--- src/rtl/kernel_invoker_pkg.sv ---
// Shared types and default widths for the kernel invoker and its fork.
package kernel_invoker_pkg;

    localparam int DATA_W = 8;
    localparam int CYC_W  = 16;

    typedef enum logic [1:0] {
        IDLE = 2'd0,
        RUN  = 2'd1,
        RESP = 2'd2
    } state_t;

endpackage

--- src/rtl/kernel_invoker_fork2.sv ---
// Eager two-way fork: issues one n token and one start token per job,
// each retiring independently on its own handshake.
module kernel_invoker_fork2 (
    input  logic clk,
    input  logic rst,
    input  logic active,
    input  logic clear,
    input  logic n_ready,
    input  logic start_ready,
    output logic n_valid,
    output logic start_valid,
    output logic all_sent
);

    logic n_sent;
    logic start_sent;

    assign n_valid     = active && !n_sent;
    assign start_valid = active && !start_sent;

    // Counts a handshake completing this edge as already sent.
    assign all_sent = (n_sent || (n_valid && n_ready)) &&
                      (start_sent || (start_valid && start_ready));

    always_ff @(posedge clk or negedge rst) begin
        if (!rst) begin
            n_sent     <= 1'b0;
            start_sent <= 1'b0;
        end else if (clear) begin
            n_sent     <= 1'b0;
            start_sent <= 1'b0;
        end else begin
            if (n_valid && n_ready)
                n_sent <= 1'b1;
            if (start_valid && start_ready)
                start_sent <= 1'b1;
        end
    end

endmodule

--- src/rtl/kernel_invoker.sv ---
// Single-job launcher for an elastic kernel: forks n/start, joins out0/end,
// and returns the result with a saturating latency count.
module kernel_invoker
    import kernel_invoker_pkg::*;
#(
    parameter int DATA_W = kernel_invoker_pkg::DATA_W,
    parameter int CYC_W  = kernel_invoker_pkg::CYC_W
) (
    input  logic              clk,
    input  logic              rst,
    input  logic [DATA_W-1:0] arg,
    input  logic              arg_valid,
    output logic              arg_ready,
    output logic [DATA_W-1:0] n,
    output logic              n_valid,
    input  logic              n_ready,
    output logic              start_valid,
    input  logic              start_ready,
    input  logic [DATA_W-1:0] out0,
    input  logic              out0_valid,
    output logic              out0_ready,
    input  logic              end_valid,
    output logic              end_ready,
    output logic [DATA_W-1:0] res,
    output logic [CYC_W-1:0]  res_cycles,
    output logic              res_valid,
    input  logic              res_ready,
    output logic              busy,
    output state_t            dbg_state
);

    // Handshakes: a token moves on valid && ready at a rising edge; every
    // valid this block raises stays high, with stable data, until it moves.

    state_t state;
    state_t state_nx;
    logic   got_out;
    logic   got_end;
    logic   arg_fire;
    logic   out_fire;
    logic   end_fire;
    logic   all_sent;
    logic   all_done;
    logic   run;

    assign run       = (state == RUN);
    // Gated by rst so arg_ready is low while reset is held.
    assign arg_ready = rst && (state == IDLE);
    assign arg_fire  = arg_valid && arg_ready;

    assign out0_ready = run && !got_out;
    assign end_ready  = run && !got_end;
    assign out_fire   = out0_valid && out0_ready;
    assign end_fire   = end_valid && end_ready;

    assign res_valid = (state == RESP);
    assign busy      = (state != IDLE);
    assign dbg_state = state;

    assign all_done = all_sent && (got_out || out_fire) && (got_end || end_fire);

    kernel_invoker_fork2 u_fork (
        .clk         (clk),
        .rst         (rst),
        .active      (run),
        .clear       (arg_fire),
        .n_ready     (n_ready),
        .start_ready (start_ready),
        .n_valid     (n_valid),
        .start_valid (start_valid),
        .all_sent    (all_sent)
    );

    always_ff @(posedge clk or negedge rst) begin
        if (!rst)
            state <= IDLE;
        else
            state <= state_nx;
    end

    always_comb begin
        state_nx = state;
        case (state)
            IDLE:    if (arg_fire) state_nx = RUN;
            RUN:     if (all_done) state_nx = RESP;
            RESP:    if (res_ready) state_nx = IDLE;
            default: state_nx = IDLE;
        endcase
    end

    always_ff @(posedge clk or negedge rst) begin
        if (!rst) begin
            n          <= '0;
            res        <= '0;
            res_cycles <= '0;
            got_out    <= 1'b0;
            got_end    <= 1'b0;
        end else if (arg_fire) begin
            n          <= arg;
            res_cycles <= '0;
            got_out    <= 1'b0;
            got_end    <= 1'b0;
        end else if (run) begin
            if (res_cycles != '1)
                res_cycles <= res_cycles + 1'b1;
            if (out_fire) begin
                got_out <= 1'b1;
                res     <= out0;
            end
            if (end_fire)
                got_end <= 1'b1;
        end
    end

endmodule
--- config.mk ---
export PLATFORM = sky130hd
export DESIGN_NAME = kernel_invoker
export DESIGN_NICKNAME = d
export VERILOG_FILES = /design/src/rtl/kernel_invoker_pkg.sv /design/src/rtl/kernel_invoker_fork2.sv /design/src/rtl/kernel_invoker.sv
export SDC_FILE = /design/constraint.sdc
export NUM_CORES = 1
export LEC_CHECK = 0
export BUFFER_PORTS_ARGS = -buffer_cell sky130_fd_sc_hd__buf_2
export CAP_MARGIN = 10
export CORE_MARGIN = 3
export CORE_UTILIZATION = 25
export DETAILED_ROUTE_END_ITERATION = 10
export PLACE_DENSITY = 0.48
export REMOVE_ABC_BUFFERS = 1
export SKIP_CTS_REPAIR_TIMING = 1
export SLEW_MARGIN = 10
export SYNTH_ARGS = -nofsm -noshare
export SYNTH_HDL_FRONTEND = slang
export SYNTH_HIERARCHICAL = 1
export SYNTH_SLANG_ARGS = --single-unit
--- constraint.sdc ---
create_clock -name clk -period 1.7 [get_ports clk]
set_input_delay 0 -clock clk [delete_from_list [all_inputs] [get_ports clk]]
set_output_delay 0 -clock clk [all_outputs]
set_load 0.1 [all_outputs]
=== Yosys cells after proc, flatten, opt, wreduce, memory -nomap -nowiden ===
Index checks and enable logic that the tools add are counted.

* Register bits after elaboration: 38
* Input port bits: 24
* Output and inout bits: 41
* Word-level logic and storage cells: 67

* Add/subtract/negate cells: 1
* Equality and inequality tests: 6
* Multiplexer cells: 17
* Bitwise operators: 1
* Reduce and logical (&&, ||, !) cells: 34

{| class="wikitable"
|+ Operators by type and width
! kind !! count
|-
| 16-bit 2-to-1 mux || 3
|-
| 16-bit by 1-bit adder with 16-bit output (second input constant) || 1
|-
| 16-bit != test (second input constant) || 1
|-
| 2-bit nonzero test || 7
|-
| 1-bit logical AND || 13
|-
| 1-bit 2-to-1 mux || 10
|-
| 2-bit 2-to-1 mux || 3
|-
| 2-bit case mux with 3 select lines || 1
|-
| 2-bit AND reduction || 3
|-
| 3-bit AND reduction || 2
|-
| 1-bit logical NOT || 4
|-
| 1-bit logical OR || 4
|-
| 2-bit != test (second input constant) || 2
|-
| 2-bit by 1-bit == test with 1-bit output (second input constant) || 1
|-
| 2-bit == test (second input constant) || 1
|-
| 2-bit logical NOT || 1
|-
| 2-bit by 1-bit != test with 1-bit output (second input constant) || 1
|-
| 1-bit NOT || 1
|}

=== Longest topological paths before layout ===
Gate-level depths: netlist of the first run.

* Depth after elaboration: 9
* Depth in mapped cells: 7
* Depth with buffers taken out: 6

=== Hierarchy ===
Netlist of the first run, hierarchy kept.

{| class="wikitable"
|+ By module, submodules not included
! module !! instances !! cells an instance !! area each (um^2) !! seq. area each (um^2)
|-
| kernel_invoker || 1 || 165 || 1,645.3 || 900.9
|-
| kernel_invoker_fork2 || 1 || 11 || 97.6 || 50.0
|}

=== Least setup slack after synthesis of the first run ===
OpenSTA, ideal clock, no wires.

* Path kind: flip-flop to flip-flop
* Start: register state[0] (netlist: dbg_state[0])
* End: register res[0]
* Library setup time: 125 ps
* Data arrival time: 3,447 ps
* Required time: 1,575 ps
* Path slack: -1,873 ps
* Stages on the path, launching flop included: 6
* Buffers on the path: 1
* Period minus slack after synthesis: 3,573 ps
* Cells stage by stage: dfrtp_1 nand2b_1 nor2_1 and2_1 clkbuf_1 mux2_2

* Elaborated cells between the ends (all ways): 8
* Classes of those cells: eq/ne: 1; bitwise: 1; reduce/logical: 6

{| class="wikitable"
|+ RTL lines
! what !! RTL line !! source
|-
| from (decl) || kernel_invoker.sv:35 || <nowiki>state_t state;</nowiki>
|-
| from (signal assigned) || kernel_invoker.sv:78 || <nowiki>state <= state_nx;</nowiki>
|-
| 2-bit by 1-bit == test with 1-bit output || kernel_invoker.sv:46 || <nowiki>assign run = (state == RUN);</nowiki>
|-
| 1-bit logical AND || kernel_invoker.sv:51 || <nowiki>assign out0_ready = run && !got_out;</nowiki>
|-
| via out0_ready || kernel_invoker.sv:21 || <nowiki>output logic out0_ready,</nowiki>
|-
| 1-bit logical AND || kernel_invoker.sv:53 || <nowiki>assign out_fire = out0_valid && out0_ready;</nowiki>
|-
| 3-bit AND reduction (no line) || n/a ||
|-
| to (signal assigned) || kernel_invoker.sv:108 || <nowiki>res <= out0;</nowiki>
|-
| to (decl) || kernel_invoker.sv:24 || <nowiki>output logic [DATA_W-1:0] res,</nowiki>
|}

The timed path passes the listed nets, and every way through them passes these cells.
A chain may end at the register's enable or synchronous reset.

=== Final worst setup path of the first run ===
* Start: register res_cycles[15]
* End: register res_cycles[7]

* Longest elaborated chain between the ends: 3

{| class="wikitable"
|+ Ends and longest elaborated chain
! what !! RTL line !! source
|-
| from (decl) || kernel_invoker.sv:25 || <nowiki>output logic [CYC_W-1:0] res_cycles,</nowiki>
|-
| from (signal assigned) || kernel_invoker.sv:105 || <nowiki>res_cycles <= res_cycles + 1'b1;</nowiki>
|-
| 16-bit != test || kernel_invoker.sv:104 || <nowiki>if (res_cycles != '1)</nowiki>
|-
| 2-bit nonzero test (no line) || n/a ||
|-
| 2-bit AND reduction (no line) || n/a ||
|}

No other way between the ends.

==> flow_summary_export.csv, run 1 <==
group,metric,value,unit
outcome,run_status,"finished clean",
global_route,antenna_found_initial,0,
detailed_routing,drtIter0Drc,57,
clock_tree,cts_max_level,2,
detailed_routing,drc,0,
finish,diodes,0,
clock_tree,clk_path_buf_depth,2,
synth,yosysTopAreaCell,"dfrtp_1",
synth,yosysMostFrequentCell,"nand2_1",
global_route,grt_pass1_vias,1519,
synth,synth_top_cell_area_share,0.546,
sta,finClkSkew,0.00608,ns
die,initial_core_util,0.265,
synth,yosysSeqAreaShare,0.546,
die,dieArea,0.00801,sq mm
synth,synthFlopType,"dfrtp_1",
clock_tree,numCtsBuffers,5,
critical_path,critPathMaxStageDelay,0.37,ns
synth,netlist_instances,176,
global_route,grt_pass1_wl,7300,um
finish,fillers,669,
detailed_routing,via_per_inst,4.23,
critical_path,crit_required,1.92,ns
detailed_routing,first_pass_iters,4,
finish,area_growth,53.8,%
clock_tree,cts_root_buf,"clkbuf_8",
sta,hold_violations,0,
sta,min_period,1.63,ns
sta,setup_viol,0,
finish,nets,310,
synth,syn_area,0.00174,sq mm
critical_path,crit_fanout,3,
placement,port_buffers,64,
sta,slew_headroom,0.671,
sta,fmaxAchievable,615,MHz
critical_path,cp-start-kind,"flip-flop",
clock_tree,cts.clk_slew.worst_paths,0.08,ns
synth,async_flop_share,1.00,
global_route,gr-total-overflow,0,
clock_tree,cts_tree,"yes",
synth,synth_edf_count,0,
die,io_pins,65,
hold_path,hp-class,"in -> reg",
global_route,gr-usage-all-layers,0.121,
critical_path,criticalPathCategory,"reg -> reg",
synth,yosysWarnings,6,
finish,drive_above_1_share,0.395,
critical_path,worstPathArrival,1.85,ns
die,num_rows,29,
placement,gp_congestion,0.751,
sta,fin_crit_sh,0.957,
detailed_routing,antenna_left,0,
die,die_h,89.5,um
synth,synth_cell_type_count,36,
detailed_routing,vias,1605,
clock_tree,clk_latency,0.29,ns
detailed_routing,wl,4490,um
synth,ys_ff_latch,38,
synth,avgSynthCellArea,9.90,sq um
flow_run,drv_cap,0,
die,die_width,89.5,um
die,coreArea,0.00657,sq mm
critical_path,path_cells,"and3_1, and3_4, a211o_1, or3_1, a21oi_1",
global_route,grt_max_degree,39,
sta,rsz0062_at_grt,"false",
critical_path,slowest_stage,"dfrtp_1",
placement,dpl.hpwl,3240,um
critical_path,worstSetupEndpointType,"flip-flop",
clock_tree,numClockSinks,38,
sta,worst-slew-pin-transition,0.498,ns
synth,synthTopCellsByArea,"dfrtp_1, nand2_1, mux2_2, nor2_1, a21oi_1",
finish,fin_util,0.408,
synth,synthTopCellsByCount,"nand2_1, dfrtp_1, nor2_1",
sta,maxSlewViolCount,0,
detailed_routing,avgRoutedWirePerCell,11.8,um
## per-layer routing
metal  GRT usage  routed length (um)  vias to the layer above
met2       0.186                2110                       38
met4      0.0325                  45                        0
met1       0.161                2050                      746
met5           0                   0                        -
met3      0.0452                 287                        5
li1            -                   -                      816
## metrics by stage
stage          setup slack, ns  instances  area [sq um]  hold slack [ns]  TNS, ns
2_1_floorplan            -1.77        171          1720           -0.296   -53.04
3_3_place_gp            0.0948        351          2360            0.111        0
3_5_place_dp            0.0778        351          2360            0.107        0
4_1_cts                 0.0273        359          2450           -0.214        0
5_1_grt                 0.0264        379          2680          0.00929        0
6_report                0.0730        379          2680          0.00144        0
## critical path: cells and delay by family (launching register included)
kind,cells,cell delay (ns)
flip-flops,1,0.37
AO/OA/AOI/OAI,2,0.41
AND/OR/NAND/NOR,3,0.78
## cells in the final DEF (no fill, tap or decap), types with 4 or more instances in the layout
cell           count
buf_2             62
nand2_1           39
dfrtp_1           38
buf_4             23
dlygate4sd3_1     20
nor2_1            16
a21oi_1           11
mux2_2             8
inv_1              6
nand3_1            6
clkbuf_8           6
nand4_1            4
o21ai_0            4
## flip-flops by register name, summed over array words and instances, names as in the netlist
signal	cells
got_end	1
u_fork/start_sent	1
n	8
u_fork/n_sent	1
res	8
res_cycles	16
dbg_state	2
got_out	1
## area by class of cell
type | count | area [sq um] | area share
Inverter | 6 | 22.5 | 0.00840
Multi-Input combinational cell | 127 | 776 | 0.289
Tap cell | 93 | 116 | 0.0434
Timing Repair Buffer | 107 | 723 | 0.270
Clock buffer | 7 | 86.3 | 0.0322
Sequential cell | 38 | 951 | 0.355
Clock inverter | 1 | 5.00 | 0.00187
## kinds of logic (layout without fill, tap and decap cells)
family | count (synthesis) | after routing | synth area share
buffers and inverters | 11 | 121 | 0.0280
adders and majority gates | 1 | 1 | 0.00718
muxes | 11 | 11 | 0.0689
and+or+nand+nor | 84 | 84 | 0.226
AOI/OAI and AO/OA | 25 | 25 | 0.0940
DFF | 38 | 38 | 0.546
xor gates and xnor gates | 6 | 6 | 0.0302
## path summary, 6_finish.rpt
path                                start             end  slack [ns]  cells after the start
min                            out0_valid         got_out       0.001                      3
max                        res_cycles[15]   res_cycles[7]        0.07                      5
max in group asynchronous             rst            n[0]        1.06                      3
min in group asynchronous             rst  res_cycles[15]        0.31                      3
max reg2reg                res_cycles[15]   res_cycles[7]        0.07                      5
min reg2reg                          n[7]            n[7]        0.48                      2
Power of run 1 is left out: the tool's default activity adds up to more than one toggle a clock period on the data nets, which glitch-free logic cannot reach.
==> inputs of run 2 (changes only) <==
CTS_BUF_LIST = sky130_fd_sc_hd__clkbuf_16   (was not set)
==> run 2 against run 1 <==
Net effect:
- sequential cell count is the same
- register-to-register slack is essentially flat
- utilization grew 0.40 points
- setup slack gained 0.0056 ns
- the run now ends with hold timing left
==> flow_summary_export.csv, run 2 (synthesized netlist as in run 1, its figures left out) <==
group,metric,value,unit
outcome,run_status,"complete, but fails checks",
outcome,violations,"hold timing",
global_route,gr-total-overflow,0,
critical_path,path_cells,"and3_1, and3_4, a211o_1, or3_1, a21oi_1",
placement,placed_cells,351,
sta,slew_headroom,0.671,
critical_path,slowest_stage,"dfrtp_1",
critical_path,cpLargestDelayFamily,"simple AND/OR/NAND/NOR gates",
detailed_routing,antenna_left,0,
critical_path,crit_required,1.90,ns
finish,layout_commonest_cell,"buf_2",
critical_path,r2r_start,"res_cycles[15]",
finish,largestRegisters,"res_cycles (16), n (8), res (8)",
global_route,grt_pass1_wl,7290,um
sta,fin_crit_sh,0.954,
sta,rsz0062_at_grt,"false",
finish,top_register,"res_cycles",
finish,area_growth,55.3,%
hold_path,worstHoldPathCells,3,
hold_path,hp-class,"in -> reg",
flow_run,drv_cap,0,
clock_tree,cts.clk_slew.worst_paths,0.06,ns
clock_tree,numClockSinks,38,
hold_path,hold_end,"u_fork/n_sent",
critical_path,crit_fanout,3,
critical_path,ff2ff_setup_slack,0.08,ns
finish,nets,308,
sta,setup_viol,0,
critical_path,worstPathArrival,1.82,ns
critical_path,critPathMaxStageDelay,0.37,ns
detailed_routing,wl,4440,um
placement,placed_area,0.00236,sq mm
sta,finClkSkew,0.00310,ns
finish,fin_util,0.412,
sta,maxSlewViolCount,0,
finish,final_cell_mix,"buf_2, nand2_1, dfrtp_1, buf_4, dlygate4sd3_1",
global_route,antenna_found_initial,0,
die,coreArea,0.00657,sq mm
critical_path,criticalPathCategory,"reg -> reg",
critical_path,worstSetupEndpointType,"flip-flop",
die,io_pins,65,
sta,min_period,1.62,ns
global_route,gr-usage-all-layers,0.121,
critical_path,reg2reg_depth,5,
critical_path,cp-start-kind,"flip-flop",
sta,hold_violations,2,
die,die_width,89.5,um
detailed_routing,avgRoutedWirePerCell,11.8,um
die,num_rows,29,
placement,port_buffers,64,
detailed_routing,vias,1599,
clock_tree,clk_latency,0.27,ns
clock_tree,cts_max_level,2,
die,die_h,89.5,um
clock_tree,cts_tree,"yes",
die,initial_core_util,0.265,
die,dieArea,0.00801,sq mm
clock_tree,clk_path_buf_depth,2,
detailed_routing,via_per_inst,4.24,
finish,largest_reg_flops,16,
global_route,grt_max_degree,39,
clock_tree,numCtsBuffers,5,
placement,gp_congestion,0.751,
sta,fmaxAchievable,617,MHz
detailed_routing,drc,0,
critical_path,crit_buf_inv,0,
detailed_routing,first_pass_iters,4,
placement,dpl.hpwl,3240,um
critical_path,r2r_end,"res_cycles[7]",
finish,finalInstanceArea,0.00271,sq mm
clock_tree,cts_root_buf,"clkbuf_16",
finish,finalNonFillerCells,377,
hold_path,hold_start,"n_ready",
sta,timing.hold.ws,-0.0120,ns
detailed_routing,drtIter0Drc,62,
sta,worst-slew-pin-transition,0.498,ns
global_route,grt_pass1_vias,1521,
finish,diodes,0,
finish,drive_above_1_share,0.394,
-- run 2: cell count changes in the layout (fill, tap and decap cells not counted) --
cell and delta:
clkbuf_8 -6, clkinv_1 +1, clkbuf_16 +5, inv_1 +1, clkbuf_1 -1, dlygate4sd3_1 -2
-- run 2: worst max path at each step --
stage	startpoint	to	slack [ns]	cells after the start
2_1_floorplan	dbg_state[0]	res[0]	-1.77	4
3_3_place_gp	res_cycles[0]	res_cycles[7]	0.09	5
3_5_place_dp	dbg_state[1]	res_cycles[7]	0.08	5
4_1_cts	dbg_state[1]	n_valid	0.05	5
5_1_grt	res_cycles[15]	res_cycles[7]	0.03	5
6_report	res_cycles[15]	res_cycles[7]	0.08	5
-- run 2: per-layer routing --
metal,GRT usage,part of all wire
met4,0.0325,0.0052
met1,0.159,0.46
met5,0,0
met3,0.0452,0.055
met2,0.187,0.48
-- run 2: area by class of cell --
class / instances / area (sq um)
repair buffers: 105 / 703
inverters: 6 / 22.5
clock inverters: 3 / 12.5
clock buffers: 5 / 125
fillers: 666 / 3860
multi-input cells: 127 / 776
well taps: 93 / 116
flip-flops and latches: 38 / 951
-- run 2: stage by stage --
step,TNS (ns),worst slack (ns)
floorplan,-53.04,-1.77
global placement,0,0.0948
detailed placement,0,0.0778
CTS,0,0.0492
global route,0,0.0256
finish,0,0.0785
-- run 2: worst min-delay path, cell delays in order --
cell and delay [ns]:
buf_2 0.09, a21oi_1 0.06, nor2_1 0.08
Power of run 2 is left out for the same reason.
==> inputs of run 3 (changes only) <==
HOLD_SLACK_MARGIN = 0.15   (was not set)
SKIP_CTS_REPAIR_TIMING = not set   (was 1)
==> run 3 against run 2 <==
Net effect:
- the flow now finishes without violations
- cell area rose by 1.5%
- setup slack barely moved
- die area is the same
==> flow_summary_export.csv, run 3 (synthesized netlist as in run 1, its figures left out) <==
group,metric,value,unit
sta,finClkSkew,0.00307,ns
global_route,grt_pass1_vias,1593,
detailed_routing,drc,0,
detailed_routing,via_per_inst,4.25,
critical_path,crit_required,1.90,ns
clock_tree,cts_tree,"yes",
placement,port_buffers,64,
sta,finalSetupTns,0,ns
detailed_routing,first_pass_iters,4,
clock_tree,cts_root_buf,"clkbuf_16",
critical_path,reg2reg_depth,5,
finish,nets,312,
clock_tree,numClockSinks,38,
detailed_routing,antenna_left,0,
die,initial_core_util,0.265,
placement,dpl.hpwl,3240,um
clock_tree,post_cts_buffers,0,
global_route,gr-usage-all-layers,0.124,
detailed_routing,wl,4480,um
sta,min_period,1.62,ns
clock_tree,cts_max_level,2,
clock_tree,numCtsBuffers,5,
finish,top_register,"res_cycles",
global_route,grt_pass1_wl,7490,um
finish,area_growth,57.6,%
finish,largestRegisters,"res_cycles (16), n (8), res (8)",
flow_run,drv_cap,0,
placement,pre_cts_slack,0.0778,ns
finish,final_cell_mix,"buf_2, nand2_1, dfrtp_1, buf_4, dlygate4sd3_1",
finish,drive_above_1_share,0.389,
die,die_h,89.5,um
sta,fmaxAchievable,617,MHz
sta,maxSlewViolCount,0,
clock_tree,clk_path_buf_depth,2,
sta,setup_slack,0.0784,ns
die,num_rows,29,
detailed_routing,avgRoutedWirePerCell,11.8,um
global_route,gr-total-overflow,0,
finish,diodes,0,
die,die_width,89.5,um
hold_path,worstHoldPathCells,4,
die,io_pins,65,
critical_path,criticalPathCategory,"reg -> reg",
finish,fillers,663,
global_route,grt_max_degree,39,
die,coreArea,0.00657,sq mm
clock_tree,clk_latency,0.27,ns
sta,setup_viol,0,
finish,layout_commonest_cell,"buf_2",
detailed_routing,vias,1618,
sta,worst-slew-pin-transition,0.497,ns
hold_path,hp-class,"in -> reg",
critical_path,worstSetupEndpointType,"flip-flop",
placement,gp_congestion,0.751,
critical_path,crit_fanout,3,
detailed_routing,dr_wl_met2,2170,um
detailed_routing,top_layer,"met4",
finish,largest_reg_flops,16,
outcome,run_status,"finished clean",
finish,ff_latch_area,951,sq um
detailed_routing,wl_met3,241,um
sta,timing.hold.ws,0.179,ns
detailed_routing,wl_met1,2050,um
sta,slew_headroom,0.671,
sta,rsz0062_at_grt,"false",
detailed_routing,drtIter0Drc,64,
finish,multi_input_area,776,sq um
clock_tree,cts.clk_slew.worst_paths,0.06,ns
die,dieArea,0.00801,sq mm
sta,fin_crit_sh,0.954,
sta,hold_violations,0,
critical_path,cp-start-kind,"flip-flop",
global_route,antenna_found_initial,0,
critical_path,worstPathArrival,1.82,ns
## run 3: cell count changes in the layout (fill, tap and decap cells not counted), sizes merged
cell         delta
dlygate4sd3     +4
## run 3: path summary, 6_finish.rpt
path | endpoint | startpoint | slack, ns
max | res_cycles[7] | res_cycles[15] | 0.08
min | dbg_state[0] | arg_valid | 0.18
max reg2reg | res_cycles[7] | res_cycles[15] | 0.08
min reg2reg | n[7] | n[7] | 0.47
max in group asynchronous | n[0] | rst | 1.04
min in group asynchronous | dbg_state[0] | rst | 0.33
## run 3: repair_timing
action / in CTS / in global routing
resized for setup: 0 / 7
endpoints found under the hold margin: 59 / 0
hold buffers: 22 / 0
setup endpoints to repair: 0 / 16
## run 3: area by class of cell
class	count	share of cell area
multi-input cells	127	0.282
well taps	93	0.0424
inverters	6	0.00820
clock inverters	3	0.00456
repair buffers	109	0.271
flip-flops and latches	38	0.346
clock buffers	5	0.0456
## run 3: critical path, stage by stage (launching register included)
cell	delay (ns)
dfrtp_1	0.37
and3_1	0.23
and3_4	0.19
a211o_1	0.27
or3_1	0.35
a21oi_1	0.14
## run 3: per-stage QoR
stage / area [sq um] / util / instances
floorplan: 1720 / - / 171
global placement: 2360 / 0.359 / 351
detailed placement: 2360 / 0.359 / 351
CTS: 2710 / 0.413 / 381
global route: 2750 / 0.418 / 381
finish: 2750 / 0.418 / 381
## run 3: routing by layer
layer / vias to the layer above / global-route usage
met3: 2 / 0.0452
li1: 823 / -
met2: 42 / 0.198
met5: - / 0
met1: 751 / 0.159
met4: 0 / 0.0325
Power of run 3 is left out for the same reason.
